**src/rtl/ctrl_cond_pkg.sv**
```systemverilog
`default_nettype none
// +--------------------------------------------------------------------+
// | ctrl_cond_pkg: shared types and constants for the counter          |
// | control conditioner.                Rev 1.0                        |
// +--------------------------------------------------------------------+
package ctrl_cond_pkg;

  typedef enum logic [1:0] {
    IDLE = 2'd0,
    FIRE = 2'd1,
    HOLD = 2'd2
  } btn_state_t;

  localparam int SYNC_STAGES = 2;

endpackage
`default_nettype wire

```
**src/rtl/button_debouncer.sv**
```systemverilog
`default_nettype none
// +--------------------------------------------------------------------+
// | button_debouncer: synchronize, debounce and edge-detect one button,|
// | with optional auto-repeat while held.  Rev 1.0                     |
// +--------------------------------------------------------------------+
module button_debouncer
  import ctrl_cond_pkg::*;
#(
  parameter int DEBOUNCE_CYCLES = 16,
  parameter int REPEAT_CYCLES   = 0
) (
  input  logic clock,
  input  logic reset,
  input  logic i_btn,
  output logic o_req
);

  localparam int              DW      = $clog2(DEBOUNCE_CYCLES);
  localparam logic [DW-1:0]   DB_LAST = DW'(DEBOUNCE_CYCLES - 1);

  logic [SYNC_STAGES-1:0] r_sync;
  logic [DW-1:0]          r_db_cnt;
  logic                   r_deb;
  logic                   w_sample;
  logic                   w_flip;
  logic                   w_rise;
  logic                   w_rep_hit;
  btn_state_t             r_state;
  btn_state_t             w_state_nxt;

  always_ff @(posedge clock) begin
    if (!reset) begin
      r_sync <= '0;
    end else begin
      r_sync <= {r_sync[SYNC_STAGES-2:0], i_btn};
    end
  end

  assign w_sample = r_sync[SYNC_STAGES-1];
  assign w_flip   = (w_sample != r_deb) && (r_db_cnt == DB_LAST);
  // The FSM leaves IDLE on the same edge the debounced state rises.
  assign w_rise   = w_flip && !r_deb;

  always_ff @(posedge clock) begin
    if (!reset) begin
      r_db_cnt <= '0;
      r_deb    <= 1'b0;
    end else if (w_sample == r_deb) begin
      r_db_cnt <= '0;
    end else if (r_db_cnt == DB_LAST) begin
      r_db_cnt <= '0;
      r_deb    <= ~r_deb;
    end else begin
      r_db_cnt <= r_db_cnt + 1'b1;
    end
  end

  always_ff @(posedge clock) begin
    if (!reset) begin
      r_state <= IDLE;
    end else begin
      r_state <= w_state_nxt;
    end
  end

  always_comb begin
    w_state_nxt = r_state;
    case (r_state)
      IDLE:    if (w_rise) w_state_nxt = FIRE;
      FIRE:    w_state_nxt = HOLD;
      HOLD:    if (!r_deb) w_state_nxt = IDLE;
      default: w_state_nxt = IDLE;
    endcase
  end

  generate
    if (REPEAT_CYCLES > 0) begin : g_repeat
      localparam int            RW      = $clog2(REPEAT_CYCLES);
      localparam logic [RW-1:0] RP_LAST = RW'(REPEAT_CYCLES - 1);
      logic [RW-1:0]            r_rep_cnt;

      always_ff @(posedge clock) begin
        if (!reset || (r_state != HOLD)) begin
          r_rep_cnt <= '0;
        end else if (r_rep_cnt == RP_LAST) begin
          r_rep_cnt <= '0;
        end else begin
          r_rep_cnt <= r_rep_cnt + 1'b1;
        end
      end

      assign w_rep_hit = (r_state == HOLD) && (r_rep_cnt == RP_LAST);
    end else begin : g_no_repeat
      assign w_rep_hit = 1'b0;
    end
  endgenerate

  assign o_req = (r_state == FIRE) || w_rep_hit;

endmodule
`default_nettype wire

```
**src/rtl/counter_ctrl_conditioner.sv**
```systemverilog
`default_nettype none
// +--------------------------------------------------------------------+
// | counter_ctrl_conditioner: turns raw buttons/switches into clean    |
// | enable/dec/load controls for the up/down counter.  Rev 1.0         |
// +--------------------------------------------------------------------+
module counter_ctrl_conditioner
  import ctrl_cond_pkg::*;
#(
  parameter int N               = 4,
  parameter int DEBOUNCE_CYCLES = 16,
  parameter int REPEAT_CYCLES   = 0
) (
  input  logic         clock,
  input  logic         reset,
  input  logic         btn_up,
  input  logic         btn_down,
  input  logic         btn_load,
  input  logic [N-1:0] sw_ref,
  output logic         enable,
  output logic         dec,
  output logic         load,
  output logic [N-1:0] Load_Ref_value
);

  logic         w_req_up;
  logic         w_req_dn;
  logic         w_req_ld;
  logic [N-1:0] r_sw_sync [SYNC_STAGES];
  logic         r_enable;
  logic         r_dec;
  logic         r_load;
  logic [N-1:0] r_ref;

  button_debouncer #(
    .DEBOUNCE_CYCLES (DEBOUNCE_CYCLES),
    .REPEAT_CYCLES   (REPEAT_CYCLES)
  ) u_up (
    .clock (clock),
    .reset (reset),
    .i_btn (btn_up),
    .o_req (w_req_up)
  );

  button_debouncer #(
    .DEBOUNCE_CYCLES (DEBOUNCE_CYCLES),
    .REPEAT_CYCLES   (REPEAT_CYCLES)
  ) u_down (
    .clock (clock),
    .reset (reset),
    .i_btn (btn_down),
    .o_req (w_req_dn)
  );

  button_debouncer #(
    .DEBOUNCE_CYCLES (DEBOUNCE_CYCLES),
    .REPEAT_CYCLES   (0)
  ) u_load (
    .clock (clock),
    .reset (reset),
    .i_btn (btn_load),
    .o_req (w_req_ld)
  );

  always_ff @(posedge clock) begin
    if (!reset) begin
      for (int i = 0; i < SYNC_STAGES; i++) r_sw_sync[i] <= '0;
    end else begin
      r_sw_sync[0] <= sw_ref;
      for (int i = 1; i < SYNC_STAGES; i++) r_sw_sync[i] <= r_sw_sync[i-1];
    end
  end

  // Load beats steps; simultaneous up+down cancel; a step directly after a
  // step is dropped so enable never stays high two cycles running.
  always_ff @(posedge clock) begin
    if (!reset) begin
      r_enable <= 1'b0;
      r_dec    <= 1'b0;
      r_load   <= 1'b0;
      r_ref    <= '0;
    end else begin
      r_load   <= w_req_ld;
      r_enable <= 1'b0;
      if (w_req_ld) begin
        r_ref <= r_sw_sync[SYNC_STAGES-1];
      end else if ((w_req_up ^ w_req_dn) && !r_enable) begin
        r_enable <= 1'b1;
        r_dec    <= w_req_dn;
      end
    end
  end

  assign enable         = r_enable;
  assign dec            = r_dec;
  assign load           = r_load;
  assign Load_Ref_value = r_ref;

endmodule
`default_nettype wire

```
**config.mk**
```make
export PLATFORM = sky130hd
export DESIGN_NAME = counter_ctrl_conditioner
export DESIGN_NICKNAME = d
export VERILOG_FILES = /design/src/rtl/ctrl_cond_pkg.sv /design/src/rtl/button_debouncer.sv /design/src/rtl/counter_ctrl_conditioner.sv
export SDC_FILE = /design/constraint.sdc
export NUM_CORES = 1
export LEC_CHECK = 0
export CAP_MARGIN = 20
export CORE_ASPECT_RATIO = 1.4
export CORE_MARGIN = 4
export CORE_UTILIZATION = 48
export CTS_CLUSTER_DIAMETER = 40
export DETAILED_ROUTE_END_ITERATION = 10
export PLACE_DENSITY = 0.73
export SLEW_MARGIN = 25
export SYNTH_ARGS = -nofsm -noshare
export SYNTH_HDL_FRONTEND = slang
export SYNTH_SLANG_ARGS = --single-unit
```
**constraint.sdc**
```tcl
create_clock -name clock -period 1 [get_ports clock]
set_input_delay 0.1 -clock clock [delete_from_list [all_inputs] [get_ports clock]]
set_output_delay 0.1 -clock clock [all_outputs]
set_load 0.02 [all_outputs]
```
After elaboration in Yosys (flattened, before gate mapping)
Memories as Yosys holds them, arrays and structs flattened. A register that Yosys moved wholly into a read port is not among the register bits.
Index checks and enable logic that the tools add are counted.
W data, S select, Z words.
{"block": "classes", "addsub": 3, "n_mul": 0, "n_div": 0, "order_cmp": 0, "eq_ne": 21, "n_shift": 0, "n_mux": 14, "n_bitwise": 11, "n_reduce_logical": 26}
{"operator": "$pmux W2 S3", "n": 3}
{"operator": "$reduce_and A2 Y1", "n": 7}
{"operator": "$add A4 B1 Y4 const B", "n": 3}
{"operator": "$eq A4 B4 Y1 const B", "n": 3}
{"operator": "$mux W2", "n": 6}
{"operator": "$reduce_or A3 Y1", "n": 3}
{"operator": "$mux W4", "n": 2}
{"operator": "$not A1 Y1", "n": 8}
{"operator": "$logic_and A1 B1 Y1", "n": 7}
{"operator": "$eq A2 B1 Y1 const B", "n": 3}
{"operator": "$eq A2 B2 Y1 const B", "n": 3}
{"operator": "$logic_not A2 Y1", "n": 3}
{"operator": "$ne A2 B1 Y1 const B", "n": 3}
{"operator": "$ne A2 B2 Y1 const B", "n": 3}
{"operator": "$logic_not A1 Y1", "n": 5}
{"operator": "$eq A1 B1 Y1", "n": 3}
{"operator": "$mux W1", "n": 3}
{"operator": "$ne A1 B1 Y1", "n": 3}
{"operator": "$or A1 B1 Y1", "n": 2}
{"operator": "$reduce_or A2 Y1", "n": 1}
{"operator": "$xor A1 B1 Y1", "n": 1}
{"block": "totals", "regBits": 30, "latchBits": 0, "mem_bits_rw": 8, "rom_bits": 0, "in_bits": 9, "output_inout_bits": 7, "memories": 1}
{"name": "r_sw_sync", "depth": 2, "width": 4, "read_ports": 2, "rd_ports_with_merged_regs": 1, "write_ports": 2, "line": "counter_ctrl_conditioner.sv:28", "source": "logic [N-1:0] r_sw_sync [SYNC_STAGES];"}

Logic depth before layout (Yosys ltp)
{"block": "depth", "ltp_word": 5, "mapped_depth": 4, "mapped_depth_nobuf": 4}

Cells and area by module
Synthesis repeated with hierarchy kept, for this count alone.
{"block": "hier_totals", "cells_unflattened": 137, "hier_area_um2": 1450.1}
{"mod": "button_debouncer", "n_inst": 3, "cells_each": 32, "area_per_inst_um2": 320.3}
{"mod": "counter_ctrl_conditioner", "n_inst": 1, "cells_each": 41, "area_per_inst_um2": 489.2}

Worst setup path after synthesis
Ideal clock, no wire load.
{"block": "synth_timing", "kind": "flip-flop to flip-flop", "start": "register u_load.r_state[0]", "end": "register r_dec, in the netlist dec", "t_arrival_ns": 0.920, "t_required_ns": 0.872, "setup_slack_ns": -0.047, "path_stages_with_launch": 5, "n_path_buf": 1, "synth_period_minus_slack_ns": 1.047, "path_cell_list": "dfxtp_1 nor2b_1 buf_6 o41ai_2 a21boi_1"}
{"block": "synth_between", "elab_chain_cells": 3}
{"element": "start, declared", "line": "button_debouncer.sv:28", "source": "btn_state_t r_state;"}
{"element": "start signal, assigned", "line": "button_debouncer.sv:62", "source": "r_state <= w_state_nxt;"}
{"element": "$eq A2 B1 Y1", "line": "button_debouncer.sv:98", "source": "assign o_req = (r_state == FIRE) || w_rep_hit;"}
{"element": "$not A1 Y1 (no line)"}
{"element": "$reduce_and A2 Y1 (no line)"}
{"element": "end signal, assigned", "line": "counter_ctrl_conditioner.sv:88", "source": "r_dec <= w_req_dn;"}
{"element": "end, declared", "line": "counter_ctrl_conditioner.sv:30", "source": "logic r_dec;"}
No other way between the ends.
A chain may end at the register's enable or synchronous reset.

Final worst setup path
{"block": "layout_timing", "start": "register u_up.r_state[1]", "end": "register r_dec, in the netlist dec"}
{"block": "layout_between", "elab_chain_cells": 4}
{"element": "start, declared", "line": "button_debouncer.sv:28"}
{"element": "start signal, assigned", "line": "button_debouncer.sv:62"}
{"element": "$eq A2 B1 Y1", "line": "button_debouncer.sv:98"}
{"element": "$xor A1 B1 Y1", "line": "counter_ctrl_conditioner.sv:86", "source": "end else if ((w_req_up ^ w_req_dn) && !r_enable) begin"}
{"element": "$logic_and A1 B1 Y1", "line": "counter_ctrl_conditioner.sv:86"}
{"element": "$reduce_and A2 Y1 (no line)"}
No other way between the ends.

==> flow_metrics.env <==
export IMPL_max_stage_delay_ns=0.33
export IMPL_finalWorstPathRequiredPeriod_ns=1.03
export IMPL_wl_per_cell_microns=12.8
export IMPL_antenna_found_initial=0
export IMPL_final_util_pct=67.9
export IMPL_fmax_mhz=974
export IMPL_final_common_cell="dfxtp_1"
export IMPL_core_area_sq_um=2910
export IMPL_slew_violations=0
export IMPL_cp_required_ns=1.17
export IMPL_drc=0
export IMPL_clk_path_buf_depth=2
export IMPL_n_antenna_cell=0
export IMPL_syn_area_sq_um=1470
export IMPL_ys_types=23
export IMPL_yosysWarnings=0
export IMPL_vias_per_cell=4.84
export IMPL_power_mw=3.38
export IMPL_ctsHtreeMaxLevel=2
export IMPL_firstDrtPassIters=4
export IMPL_dpl_hpwl_microns=1730
export IMPL_synth_seq_cells=42
export IMPL_netlist_instances=138
export IMPL_p_leak_nw=0.808
export IMPL_synth_area_per_cell_sq_um=10.6
export IMPL_postLayoutSetupSlackWorst_ns=-0.0268
export IMPL_fin_skew_ns=0.00583
export IMPL_layout_common_cells="dfxtp_1, and2_1, nor2_1, buf_4"
export IMPL_post_dp_cell_area_sq_um=1730
export IMPL_grt_ovfl_total=0
export IMPL_drt_total_wl_microns=2620
export IMPL_fp_dieH_microns=73.5
export IMPL_vias=992
export IMPL_worstPathBufferInverterCount=0
export IMPL_setup_viol=1
export IMPL_p_per_area_nw_per_um2=1720
export IMPL_grt_pass1_wl_microns=4370
export IMPL_nets=179
export IMPL_failed_checks="negative setup slack"
export IMPL_regToRegSetupSlack_ns=-0.03
export IMPL_insertion_delay_ns=0.29
export IMPL_critPathArrivalTime_ns=1.20
export IMPL_area_delta_synth_final_pct=34.3
export IMPL_regArea_sq_um=852
export IMPL_rsz0062_at_grt="true"
export IMPL_dieArea_sq_um=4020
export IMPL_vdd_drop_max_mv=1.48
export IMPL_post_route_period_util_pct=103
export IMPL_timing_rr_end="dec$_SDFFE_PN0P_"
export IMPL_grt_start_max_net_pins=37
export IMPL_hold_start="btn_down"
export IMPL_critical_path_top_delay_family="compound AO/OA/AOI/OAI gates"
export IMPL_layout_drive_gt1_share_pct=29.2
export IMPL_cap_violations=0
export IMPL_root_buffer="clkbuf_8"
export IMPL_hold_viol_final=0
export IMPL_port_buffers=15
export IMPL_cts_clk_slew_worst_paths_ns=0.08
export IMPL_grt_pass1_vias=1065
export IMPL_endpoint_kind="flip-flop"
export IMPL_final_area_sq_um=1970
export IMPL_rr_startpoint="u_up.r_state[1]$_SDFFE_PN0P_"
export IMPL_cp_start_kind="flip-flop"
export IMPL_r2r_cells=3
export IMPL_cts_tree="done"
export IMPL_clock_sinks=42
export IMPL_rows=23
export IMPL_fill_cells=239
export IMPL_ant_nets=0
export IMPL_gp_congestion=0.632
export IMPL_holdCritPathClass="in2reg"
export IMPL_initial_utilization_pct=50.5
export IMPL_min_to="u_down.r_sync[0]$_SDFF_PN0_"
export IMPL_whs_ns=0.385
export IMPL_cts_buffers=5
export IMPL_fin_tns_setup_ns=-0.0268
export IMPL_die_width_microns=54.8
export IMPL_cp_slowest_cell="dfxtp_2"
export IMPL_multi_input_area_sq_um=709
export IMPL_drt_iter0_markers=22
export IMPL_grt_usage_pct=15.4
export IMPL_cp_max_fo=4
export IMPL_io_pins=16
export IMPL_path_cells="nand2b_4 -> o41ai_4 -> a21boi_1"
export IMPL_worst_slew_pin_slew_ns=0.267
export IMPL_status="complete, but fails checks"
export IMPL_syn_nets=150
export IMPL_slew_headroom_pct=82.1
export IMPL_hold_depth=2
export IMPL_critPathKind="reg2reg"
export IMPL_yosysSeqAreaShare_pct=57.2
==> per-layer routing <==
layer,GRT usage [%],wire [microns],up-vias
met4,6.93,36,0
met2,28.4,1490,16
li1,-,-,508
met3,6.29,88,5
met5,0,0,-
met1,13.8,1010,463
==> what timing repair did <==
action                     in CTS  in global routing
gates resized for setup        37                 15
pin swaps                       1                  3
setup endpoints to repair      21                 20
hold buffers                    0                  0
cloned                          1                  0
buffers inserted                1                  1
==> state kept, by name, summed over array words and instances, names as in the netlist, 2 cells and up <==
signal / cells
u_up.r_db_cnt: 4
u_load.r_sync: 2
u_load.r_state: 2
u_down.r_db_cnt: 4
u_up.r_state: 2
u_down.r_state: 2
u_up.r_sync: 2
Load_Ref_value: 4
u_down.r_sync: 2
r_sw_sync: 8
u_load.r_db_cnt: 4
==> final cells by class <==
type | count | share of cell area (%)
flip-flops and latches | 42 | 43.2
multi-input cells | 89 | 36.0
repair buffers | 26 | 11.0
clock buffers | 5 | 3.49
clock inverters | 3 | 3.49
well taps | 37 | 2.35
inverters | 3 | 0.571
==> cells in the mapped netlist (all sizes together) <==
| library cell | n | area, sq um |
|---|---|---|
| xor2 | 10 | 87.6 |
| nand2 | 3 | 11.3 |
| o21ai | 1 | 5.00 |
| inv | 3 | 11.3 |
| dfxtp | 42 | 841 |
| nor2b | 9 | 58.8 |
| nand4bb | 1 | 11.3 |
| buf | 2 | 16.3 |
| mux2i | 7 | 70.1 |
| nor3 | 3 | 15.0 |
| o21a | 2 | 15.0 |
| and3 | 3 | 18.8 |
| nor2 | 14 | 52.6 |
| and2 | 16 | 100 |
| ha | 3 | 37.5 |
| clkbuf | 3 | 11.3 |
| nor4b | 1 | 8.76 |
| o41ai | 1 | 16.3 |
| nand2b | 1 | 13.8 |
| nand3 | 12 | 60.1 |
| a21boi | 1 | 7.51 |
==> worst reg2reg max path, stage by stage (launching register included) <==
cell	delay [ns]
dfxtp_2	0.33
nand2b_4	0.16
o41ai_4	0.31
a21boi_1	0.11
==> stage by stage <==
| stage | setup slack [ns] | std cells |
|---|---|---|
| floorplan | -0.00708 | 138 |
| global placement | -0.101 | 194 |
| detailed placement | -0.214 | 194 |
| CTS | -0.0317 | 204 |
| global route | -0.0619 | 205 |
| finish | -0.0268 | 205 |
==> how the worst max path moves through the flow <==
| stage | end | depth (start not counted) | from | slack [ns] |
|---|---|---|---|---|
| 2_1_floorplan | dec$_SDFFE_PN0P_ | 4 | u_load.r_state[0]$_SDFFE_PN0P_ | -0.007 |
| 3_3_place_gp | enable$_SDFF_PP0_ | 3 | reset | -0.10 |
| 3_5_place_dp | enable$_SDFF_PP0_ | 3 | reset | -0.21 |
| 4_1_cts | dec$_SDFFE_PN0P_ | 3 | u_up.r_state[1]$_SDFFE_PN0P_ | -0.03 |
| 5_1_grt | dec$_SDFFE_PN0P_ | 3 | u_up.r_state[1]$_SDFFE_PN0P_ | -0.06 |
| 6_report | dec$_SDFFE_PN0P_ | 3 | u_up.r_state[1]$_SDFFE_PN0P_ | -0.03 |
==> cells by family after synthesis <==
logic type / after synthesis / share of synthesized area (%)
adder cells (fa/ha/maj): 3 / 2.56
flip-flops: 42 / 57.2
AO/OA/AOI/OAI: 5 / 2.98
multiplexers: 7 / 4.77
buffers and inverters: 8 / 2.64
AND/OR/NAND/NOR: 63 / 23.9
XOR/XNOR: 10 / 5.96
==> where the power goes <==
group | total, mW | internal, mW | leakage, nW | switching, mW
Sequential | 1.71 | 1.70 | 0.346 | 0.0127
Clock | 1.57 | 1.00 | 0.0683 | 0.571
Combinational | 0.0998 | 0.0647 | 0.394 | 0.0350
No activity file was read; power rests on OpenSTA's default activity.
